### src/rtl/env_readout_pkg.sv
// env_readout_pkg
// Purpose: shared grid geometry and readout state encoding for env_readout.
// Contents: coordinate/signal widths, default grid extents, sugar-count width,
//           readout FSM state enum.
package env_readout_pkg;

  localparam int X_bits      = 8;
  localparam int Y_bits      = 7;
  localparam int SIGNAL_bits = 4;
  localparam int X_max       = 159;
  localparam int Y_max       = 119;
  localparam int COUNT_bits  = 15;

  typedef enum logic [1:0] {
    ST_IDLE    = 2'd0,
    ST_SCAN    = 2'd1,
    ST_DRAIN   = 2'd2,
    ST_TRAILER = 2'd3
  } readout_state_e;

endpackage

### src/rtl/env_readout_fifo.sv
// env_readout_fifo
// Purpose: 2-deep first-word-fall-through buffer for captured cell words.
// Ports:
//   clk      in   clock
//   i_rst    in   synchronous active-high reset (empties the buffer)
//   i_push   in   write i_data (caller never pushes into a full buffer without a pop)
//   i_data   in   W-bit word
//   i_pop    in   discard the head word
//   o_data   out  head word (valid when o_count != 0)
//   o_count  out  occupancy 0..2
module env_readout_fifo
  import env_readout_pkg::*;
#(
  parameter int W = SIGNAL_bits + 2
) (
  input  logic         clk,
  input  logic         i_rst,
  input  logic         i_push,
  input  logic [W-1:0] i_data,
  input  logic         i_pop,
  output logic [W-1:0] o_data,
  output logic [1:0]   o_count
);

  logic [W-1:0] r_mem [2];
  logic         r_wr_ptr;
  logic         r_rd_ptr;
  logic [1:0]   r_count;

  always_ff @(posedge clk) begin
    if (i_rst) begin
      r_wr_ptr <= 1'b0;
      r_rd_ptr <= 1'b0;
      r_count  <= 2'd0;
    end else begin
      if (i_push) begin
        r_mem[r_wr_ptr] <= i_data;
        r_wr_ptr        <= ~r_wr_ptr;
      end
      if (i_pop) r_rd_ptr <= ~r_rd_ptr;
      r_count <= r_count + {1'b0, i_push} - {1'b0, i_pop};
    end
  end

  assign o_data  = r_mem[r_rd_ptr];
  assign o_count = r_count;

endmodule

### src/rtl/env_readout.sv
// env_readout
// Purpose: walks the environment lookup port in raster order and streams one
//          {sugar, signal} word per cell over valid/ready; holds the simulation
//          while a dump is in progress.
// Optional feature macro: ENV_READOUT_SUGARCOUNT_EN -- counts sugar cells and
//          appends a trailer word carrying the count; exposes sugar_count.
// Ports:
//   clk, RESET_SIM (sync, active-high), start (1-cycle dump request)
//   lookup_X/lookup_Y out : environment lookup address (held between issues)
//   lookup_sugar/lookup_signal in : lookup data, one cycle after the address
//   out_valid/out_ready/out_data/out_last : output stream
//   hold_sim, busy out : high for the whole dump
//   sugar_count out (macro only) : running sugar-cell count
//
// state      | meaning
// ST_IDLE    | waiting for start
// ST_SCAN    | issuing lookup addresses as buffer credit allows
// ST_DRAIN   | all addresses issued, emptying pipeline and buffer
// ST_TRAILER | presenting the sugar-count word (macro only)
module env_readout #(
  parameter int X_bits      = env_readout_pkg::X_bits,
  parameter int Y_bits      = env_readout_pkg::Y_bits,
  parameter int SIGNAL_bits = env_readout_pkg::SIGNAL_bits,
  parameter int X_max       = env_readout_pkg::X_max,
  parameter int Y_max       = env_readout_pkg::Y_max
`ifdef ENV_READOUT_SUGARCOUNT_EN
  , parameter int COUNT_bits = env_readout_pkg::COUNT_bits
`endif
) (
  input  logic                   clk,
  input  logic                   RESET_SIM,
  input  logic                   start,
  output logic [X_bits-1:0]      lookup_X,
  output logic [Y_bits-1:0]      lookup_Y,
  input  logic                   lookup_sugar,
  input  logic [SIGNAL_bits-1:0] lookup_signal,
  output logic                   out_valid,
  input  logic                   out_ready,
  output logic [SIGNAL_bits:0]   out_data,
  output logic                   out_last,
  output logic                   hold_sim,
  output logic                   busy
`ifdef ENV_READOUT_SUGARCOUNT_EN
  , output logic [COUNT_bits-1:0] sugar_count
`endif
);
  import env_readout_pkg::*;

  localparam int W = SIGNAL_bits + 2;
  localparam bit ONE_CELL = (X_max == 0) && (Y_max == 0);
`ifdef ENV_READOUT_SUGARCOUNT_EN
  localparam bit TAG_LAST = 1'b0;  // the trailer carries out_last instead
`else
  localparam bit TAG_LAST = 1'b1;
`endif

  readout_state_e    r_state;
  logic [X_bits-1:0] r_x;
  logic [Y_bits-1:0] r_y;
  // r_addr_live: address on the bus was issued this cycle (data next cycle).
  // r_data_live: lookup data on the inputs this cycle belongs to an issue.
  logic              r_addr_live, r_addr_last;
  logic              r_data_live, r_data_last;

  logic [X_bits-1:0] w_nx;
  logic [Y_bits-1:0] w_ny;
  logic              w_at_end_x, w_next_last;
  logic [1:0]        w_fifo_count, w_occ_next;
  logic [W-1:0]      w_fifo_head, w_capture, w_word;
  logic              w_fifo_empty, w_push, w_pop, w_xfer, w_issue, w_drained;

  assign w_at_end_x  = (r_x == X_bits'(X_max));
  assign w_nx        = w_at_end_x ? '0 : r_x + 1'b1;
  assign w_ny        = w_at_end_x ? r_y + 1'b1 : r_y;
  assign w_next_last = (w_nx == X_bits'(X_max)) && (w_ny == Y_bits'(Y_max));

  assign w_fifo_empty = (w_fifo_count == 2'd0);
  assign w_capture    = {r_data_last, lookup_sugar, lookup_signal};
  // Fall-through: with an empty buffer the word arriving this cycle is
  // presented directly, so only stalled words occupy the buffer.
  assign w_word = w_fifo_empty ? w_capture : w_fifo_head;
  assign w_xfer = out_valid && out_ready;
  assign w_pop  = !w_fifo_empty && out_ready;
  assign w_push = r_data_live && !(w_fifo_empty && out_ready);
  assign w_occ_next = w_fifo_count + {1'b0, w_push} - {1'b0, w_pop};
  // A new address now returns data two cycles later; the buffer plus the read
  // already in flight must leave room for it.
  assign w_issue   = (r_state == ST_SCAN) &&
                     ((3'(w_occ_next) + 3'(r_addr_live)) < 3'd2);
  assign w_drained = (w_occ_next == 2'd0) && !r_addr_live;

  env_readout_fifo #(.W(W)) u_fifo (
    .clk     (clk),
    .i_rst   (RESET_SIM),
    .i_push  (w_push),
    .i_data  (w_capture),
    .i_pop   (w_pop),
    .o_data  (w_fifo_head),
    .o_count (w_fifo_count)
  );

  always_ff @(posedge clk) begin
    if (RESET_SIM) begin
      r_state     <= ST_IDLE;
      r_x         <= '0;
      r_y         <= '0;
      r_addr_live <= 1'b0;
      r_addr_last <= 1'b0;
      r_data_live <= 1'b0;
      r_data_last <= 1'b0;
    end else begin
      r_data_live <= r_addr_live;
      r_data_last <= r_addr_last;
      r_addr_live <= 1'b0;
      r_addr_last <= 1'b0;
      case (r_state)
        ST_IDLE: if (start) begin
          r_x         <= '0;
          r_y         <= '0;
          r_addr_live <= 1'b1;
          r_addr_last <= TAG_LAST && ONE_CELL;
          r_state     <= ONE_CELL ? ST_DRAIN : ST_SCAN;
        end
        ST_SCAN: if (w_issue) begin
          r_x         <= w_nx;
          r_y         <= w_ny;
          r_addr_live <= 1'b1;
          r_addr_last <= TAG_LAST && w_next_last;
          if (w_next_last) r_state <= ST_DRAIN;
        end
`ifdef ENV_READOUT_SUGARCOUNT_EN
        ST_DRAIN:   if (w_drained) r_state <= ST_TRAILER;
        ST_TRAILER: if (out_ready) r_state <= ST_IDLE;
`else
        ST_DRAIN:   if (w_drained) r_state <= ST_IDLE;
`endif
        default: r_state <= ST_IDLE;
      endcase
    end
  end

`ifdef ENV_READOUT_SUGARCOUNT_EN
  logic [COUNT_bits-1:0] r_count;

  always_ff @(posedge clk) begin
    if (RESET_SIM)                        r_count <= '0;
    else if (r_state == ST_IDLE && start) r_count <= '0;
    else if (r_data_live && lookup_sugar) r_count <= r_count + 1'b1;
  end

  assign sugar_count = r_count;
`endif

  always_comb begin
    out_valid = !w_fifo_empty || r_data_live;
    out_data  = '0;
    out_last  = 1'b0;
    if (out_valid) begin
      out_data = w_word[SIGNAL_bits:0];
      out_last = w_word[W-1];
    end
`ifdef ENV_READOUT_SUGARCOUNT_EN
    if (r_state == ST_TRAILER) begin
      out_valid = 1'b1;
      out_data  = r_count[SIGNAL_bits:0];
      out_last  = 1'b1;
    end
`endif
  end

  assign lookup_X = r_x;
  assign lookup_Y = r_y;
  assign busy     = (r_state != ST_IDLE);
  assign hold_sim = busy;

endmodule

### config.mk
export PLATFORM = sky130hd
export DESIGN_NAME = env_readout
export DESIGN_NICKNAME = d
export VERILOG_FILES = /design/src/rtl/env_readout_pkg.sv /design/src/rtl/env_readout_fifo.sv /design/src/rtl/env_readout.sv
export SDC_FILE = /design/constraint.sdc
export NUM_CORES = 1
export LEC_CHECK = 0
export BUFFER_PORTS_ARGS = -buffer_cell sky130_fd_sc_hd__buf_2
export CAP_MARGIN = 0
export CORE_UTILIZATION = 55
export CTS_CLUSTER_SIZE = 40
export DETAILED_ROUTE_END_ITERATION = 7
export GPL_ROUTABILITY_DRIVEN = 0
export PLACE_DENSITY_LB_ADDON = 0.1
export SYNTH_ARGS = -nofsm -noshare
export SYNTH_HDL_FRONTEND = slang
export SYNTH_SLANG_ARGS = --single-unit
### constraint.sdc
create_clock -name clk -period 3.25 [get_ports clk]
set_input_delay 0.325 -clock clk [delete_from_list [all_inputs] [get_ports clk]]
set_output_delay 0.325 -clock clk [all_outputs]
set_load 0.005 [all_outputs]
==> results of run 1 <==
==> registers in the layout (all words and copies together) (netlist names), named ones only <==
signal and count:
u_fifo.r_rd_ptr 1, r_addr_last 1, r_data_last 1, u_fifo.r_mem 12
u_fifo.r_wr_ptr 1, r_addr_live 1, r_data_live 1, u_fifo.o_count 2
lookup_Y 7, r_state 2, lookup_X 8
==> layout make-up <==
type,count,area share
well taps,46,0.0255
inverters,4,0.00666
clock buffers,5,0.0166
clock inverters,3,0.0283
multi-input cells,158,0.458
repair buffers,33,0.0744
flip-flops and latches,38,0.391
==> cell families (layout without fill, tap and decap cells) <==
group                      after synthesis  in the layout  share of synthesized area
AOI/OAI and AO/OA                       45             45                      0.169
xor gates and xnor gates                 6              6                     0.0344
adders and majority gates                5              5                     0.0318
buffers and inverters                   12             45                     0.0273
DFF                                     38             38                      0.448
muxes                                    7              7                     0.0356
and+or+nand+nor                         95             95                      0.254
==> layout by cell type, fill, tap and decap left out, drive strengths merged, types with 3 or more instances in the layout <==
cell / n
buf: 33
ha: 5
o21ai: 12
a31o: 3
nand2b: 4
nor3: 7
a311oi: 5
a21o: 4
xnor2: 3
nor4: 5
and2: 3
and3: 3
edfxtp: 12
a21oi: 7
dfxtp: 26
inv: 4
mux2i: 7
nand2: 15
clkbuf: 5
nand4: 6
nor2: 24
nor2b: 5
nand3: 16
==> final timing paths <==
check                               startpoint                            to  slack (ns)  depth (start not counted)
hold reg to reg         r_addr_last$_SDFF_PP0_        r_data_last$_SDFF_PP0_        0.45                          1
hold / removal                lookup_signal[3]  u_fifo.r_mem[0][3]$_DFFE_PP_        0.18                          1
setup / recovery  u_fifo.o_count[1]$_SDFF_PP0_      lookup_X[3]$_SDFFE_PP0P_        0.66                         12
setup reg to reg  u_fifo.o_count[1]$_SDFF_PP0_      lookup_X[3]$_SDFFE_PP0P_        0.66                         12
==> power by group through the flow <==
stage	clock (mW)	sequential, mW	combinational (mW)
2_1_floorplan	0	0.554	0.325
3_3_place_gp	0	0.573	0.428
3_5_place_dp	0	0.575	0.439
4_1_cts	0.394	0.564	0.439
5_1_grt	0.417	0.570	0.494
6_report	0.391	0.565	0.440
==> layer usage <==
layer,global-route usage,vias to the layer above
li1,-,840
met1,0.349,812
met2,0.378,61
met3,0.0725,8
met4,0.0825,0
met5,0,-
==> metrics, run 1 <==
Netlist Area Pre-Place=1970 um2; # clock sinks=38; IO Port Bufs=32; Max VDD drop=464 uV; DR vias=1,721; max-slew violation count=0; Logic pwr share=0.315; # Max-Cap Violations=0; hold buffers post-CTS=0; clock latency on the worst-skew pair=0.34 ns; Setup crit start kind=flip-flop; postcts setup bufs=0; Post-Syn Nets=222; Vias per Instance=6.00; Yosys reg bits=38; top_reg_cell synth=dfxtp_1; PostCTS Resize Cnt=0; portion of total power attributed to the clock network=0.280; CTS tree=done; CTS root buffer=clkbuf_4; Area contributors post-synth=dfxtp_1 26%, edfxtp_1 18%, nor2_1 4.2%; Initial DRT Pass Iterations=4; Crit Path Class=flip-flop to flip-flop; area share of the largest cell type after synthesis=0.265; Post-synth EDFFs=12; pin count of the biggest net entering global routing=28; Total Routing Usage GR=0.252; Cells after DPL=279; Clock Pin Slew Worst Setup and Hold Paths=0.11 ns; DIE AREA=3820 um2; kind of cell adding the most delay to the critical path=compound AO/OA/AOI/OAI gates; WL/cell=15.2 um; share of power burned in registers=0.404; Layout area overhead=14.6%; RSZ-0062 raised after global routing=no; met1 WL=2000 um; max_slew headroom=0.384; initial antenna violation count=0; Place WS=0.688 ns; HP Class=input port to flip-flop; sequential area share after synthesis=0.448; syn avg cell area=9.46 um2; non-filler cells, final=287; final worst-path cycle share=0.798; Post-synth top cells=26 x dfxtp_1, 22 x nor2_1, 16 x nand3_1; Util after Layout=0.665; Placed Area=2150 um2; ys async rst share=0; H-tree levels=2; Net Sw Power=0.445 mW; YS warnings=0; fill count=283; status=completed; leakage power=0.904 nW; CP Cell Sequence=nor2_1, buf_4, nand2_1, nand2_1, ha_1, inv_1, ha_1, xnor3_2, nand3_1, a21oi_2, o21ai_0, a21o_1; total gr overflow=0; chip height=61.8 um; Met2 Routed Length=2000 um; crit path max fanout=14; total power=1.40 mW; cell with the most instances after synthesis=dfxtp_1; Top Metal Used=met4; slowest CP cell=a21oi_2; WHS=0.184 ns; TritonCTS buffer count=5; multi-input logic area=1030 um2; Initial Util=0.580; largest stage delay on the critical path=0.44 ns; metal3 WL=278 um; final hold vios=0; Synth cell types=49; Antenna Cells=0; Max Freq=386 MHz; First DRT Iteration DRCs=103; Int Pwr=0.951 mW; DPL Wire Length=3080 um; Post-DRT Antenna Nets=0; Final Instance Area=2250 um2; die width=61.8 um; Synth Instances=208; Switching Fraction=0.318; drt total wl=4360 um; crit path DAT=2.84 ns; number of global-route vias before repair=1,475; TNS Setup=0 ns; setup slack after layout=0.658 ns; Nets=254; Setup Skew=0.00608 ns; Worst Tran Pin Value=0.923 ns; crit path time final=2.59 ns; WP buf/inv=2; area of the core=3390 um2; layout cells sized above 1=0.232; final setup violating endpoints=0; drt drc=0; CP endpoint kind=flip-flop; Ports=33; leading area contributor after synthesis=dfxtp_1; critical path required time=3.49 ns; first-pass GRT wire length=6930 um; FF+latch area=881 um2; CTS Buffer Depth=2; row count=21; Power Dens Cells=619 nW/um2
(Power assumes the default switching activity.)
==> run 2, diff against run 1 <==
Settings changed: ABC_AREA set to 1, CORE_UTILIZATION 55 to 56.
Clock period 3.25 ns to 2.45 ns, I/O delays scaled along.
==> run 2 against run 1 <==
Against the previous run:
- utilization grew 3.7 points
- sequential share of layout area shrank 2.3 points
- cell count grew 22%
- critical path type unchanged
==> metrics, run 2 <==
Post-Syn Nets=281; fill count=282; top_reg_cell synth=dfxtp_1; CTS tree=done; Worst Tran Pin Value=0.574 ns; Synth Instances=267; # clock sinks=38; Yosys reg bits=38; Logic pwr share=0.288; Post-synth top cells=58 x nand2_1, 39 x inv_1, 26 x dfxtp_1; Post-synth EDFFs=12; number of global-route vias before repair=1,617; Area contributors post-synth=dfxtp_1 26%, edfxtp_1 18%, nand2_1 11%; drt total wl=4000 um; initial antenna violation count=0; setup slack after layout=0.221 ns; Net Sw Power=0.540 mW; YS warnings=0; Setup Skew=0.0108 ns; crit path DAT=2.48 ns; Nets=318; TNS Setup=0 ns; CP endpoint kind=flip-flop; hold buffers post-CTS=0; drt drc=0; commonest non-fill, non-tap cell in the layout=nand2_1; # Max-Cap Violations=0; Initial Util=0.597; Synth cell types=29; final hold vios=0; Initial DRT Pass Iterations=4; final setup violating endpoints=0; Cells after DPL=341; Vias per Instance=5.03; Int Pwr=1.22 mW; CTS root buffer=clkbuf_4; Layout area overhead=17.5%; share of power burned in registers=0.408; leakage power=1.14 nW; total gr overflow=0; H-tree levels=2; clock latency on the worst-skew pair=0.35 ns; status=completed; Netlist Area Pre-Place=2040 um2; cell with the most instances after synthesis=nand2_1; FF+latch area=881 um2; CTS Buffer Depth=2; RSZ-0062 raised after global routing=no; TritonCTS buffer count=5; crit path max fanout=16; sequential area share after synthesis=0.432; DR vias=1,766; Power Dens Cells=733 nW/um2; Setup crit start kind=flip-flop; pin count of the biggest net entering global routing=20; max-slew violation count=0; non-filler cells, final=351; Max Freq=449 MHz; leading area contributor after synthesis=dfxtp_1; Biggest register=u_fifo.r_mem; Ports=33; portion of total power attributed to the clock network=0.304; Total Routing Usage GR=0.224; multi-input logic area=985 um2; area share of the largest cell type after synthesis=0.255; Largest register FFs=12; ys async rst share=0; final worst-path cycle share=0.910; Antenna Cells=0; Clock Pin Slew Worst Setup and Hold Paths=0.12 ns; First DRT Iteration DRCs=41; Max VDD drop=331 uV; Crit Path Class=flip-flop to flip-flop; area of the core=3420 um2; max_slew headroom=0.616; Post-DRT Antenna Nets=0; syn avg cell area=7.64 um2; HP Class=input port to flip-flop; Place WS=0.128 ns; critical path required time=2.70 ns; crit path time final=2.23 ns; Switching Fraction=0.307; most frequent cells in the layout=55 x nand2_1, 39 x inv_1, 32 x buf_2; total power=1.76 mW; row count=21; WL/cell=11.4 um; DPL Wire Length=2940 um; first-pass GRT wire length=6930 um; DIE AREA=3890 um2; chip height=62.4 um; layout cells sized above 1=0.256; IO Port Bufs=32; die width=62.4 um
-- run 2: cell count changes in the layout (fill, tap and decap cells not counted), sizes merged, moves of 6 or more --
cell   before  now
nand2      15   66
inv         4   43
o21ai      12   24
a21oi       7   16
mux2i       7    0
nand3      16   23
mux2        0    6
-- run 2: timing repair --
| item | in CTS | in global routing |
|---|---|---|
| endpoints found under the setup margin | 0 | 17 |
| resized for setup | 0 | 13 |
| setup buffers | 0 | 1 |
-- run 2: final cells by class --
cell class	instances	area share
Tap cell	46	0.0240
Timing Repair Buffer	35	0.0762
Timing Repair inverter	1	0.00313
Inverter	45	0.0741
Multi-Input combinational cell	178	0.411
Clock buffer	5	0.0157
Sequential cell	38	0.367
Clock inverter	3	0.0287
-- run 2: through the flow --
step | instance area (um2) | util | hold WS (ns)
finish | 2400 | 0.702 | 0.0907
global placement | 2240 | 0.657 | 0.398
detailed placement | 2240 | 0.657 | 0.397
CTS | 2350 | 0.688 | 0.0848
global route | 2400 | 0.702 | 0.0695
floorplan | 2040 | - | 0.344
-- run 2: path summary, 6_finish.rpt --
path / from / endpoint / slack (ns) / depth (start not counted)
min: lookup_signal[3] / u_fifo.r_mem[1][3]$_DFFE_PP_ / 0.09 / 1
max: r_data_live$_SDFF_PP0_ / lookup_X[0]$_SDFFE_PP0P_ / 0.22 / 14
max reg2reg: r_data_live$_SDFF_PP0_ / lookup_X[0]$_SDFFE_PP0P_ / 0.22 / 14
min reg2reg: r_addr_last$_SDFF_PP0_ / r_data_last$_SDFF_PP0_ / 0.41 / 2
-- run 2: power by group through the flow --
stage               combinational (mW)  clock [mW]  sequential, mW
floorplan                        0.308           0           0.716
global placement                 0.431           0           0.729
detailed placement               0.449           0           0.731
CTS                              0.450       0.543           0.716
global route                     0.581       0.568           0.722
finish                           0.506       0.534           0.717
-- run 2: cell families after synthesis --
logic type / count (synthesis) / synth area share
muxes: 6 / 0.0331
xor gates and xnor gates: 2 / 0.00859
adders and majority gates: 5 / 0.0307
AOI/OAI and AO/OA: 42 / 0.112
and+or+nand+nor: 123 / 0.287
DFF: 38 / 0.432
buffers and inverters: 51 / 0.0975
-- run 2: critical path: stages (launching register included) --
cell and delay (ns):
dfxtp_1 0.33, inv_1 0.10, a21oi_2 0.14, inv_1 0.08, ha_1 0.27, inv_1 0.04, ha_1 0.18, xnor2_1 0.17
xnor2_1 0.14, a21oi_2 0.19, nand2_4 0.11, nand2_4 0.12, inv_6 0.07, o21ai_0 0.14, a21oi_1 0.05
-- run 2: per-layer routing --
layer | global-route usage | vias to the layer above | part of all wire
met5 | 0 | - | 0
met4 | 0.0698 | 0 | 0.013
met3 | 0.0460 | 5 | 0.040
met2 | 0.398 | 35 | 0.51
met1 | 0.270 | 788 | 0.44
li1 | - | 938 | -
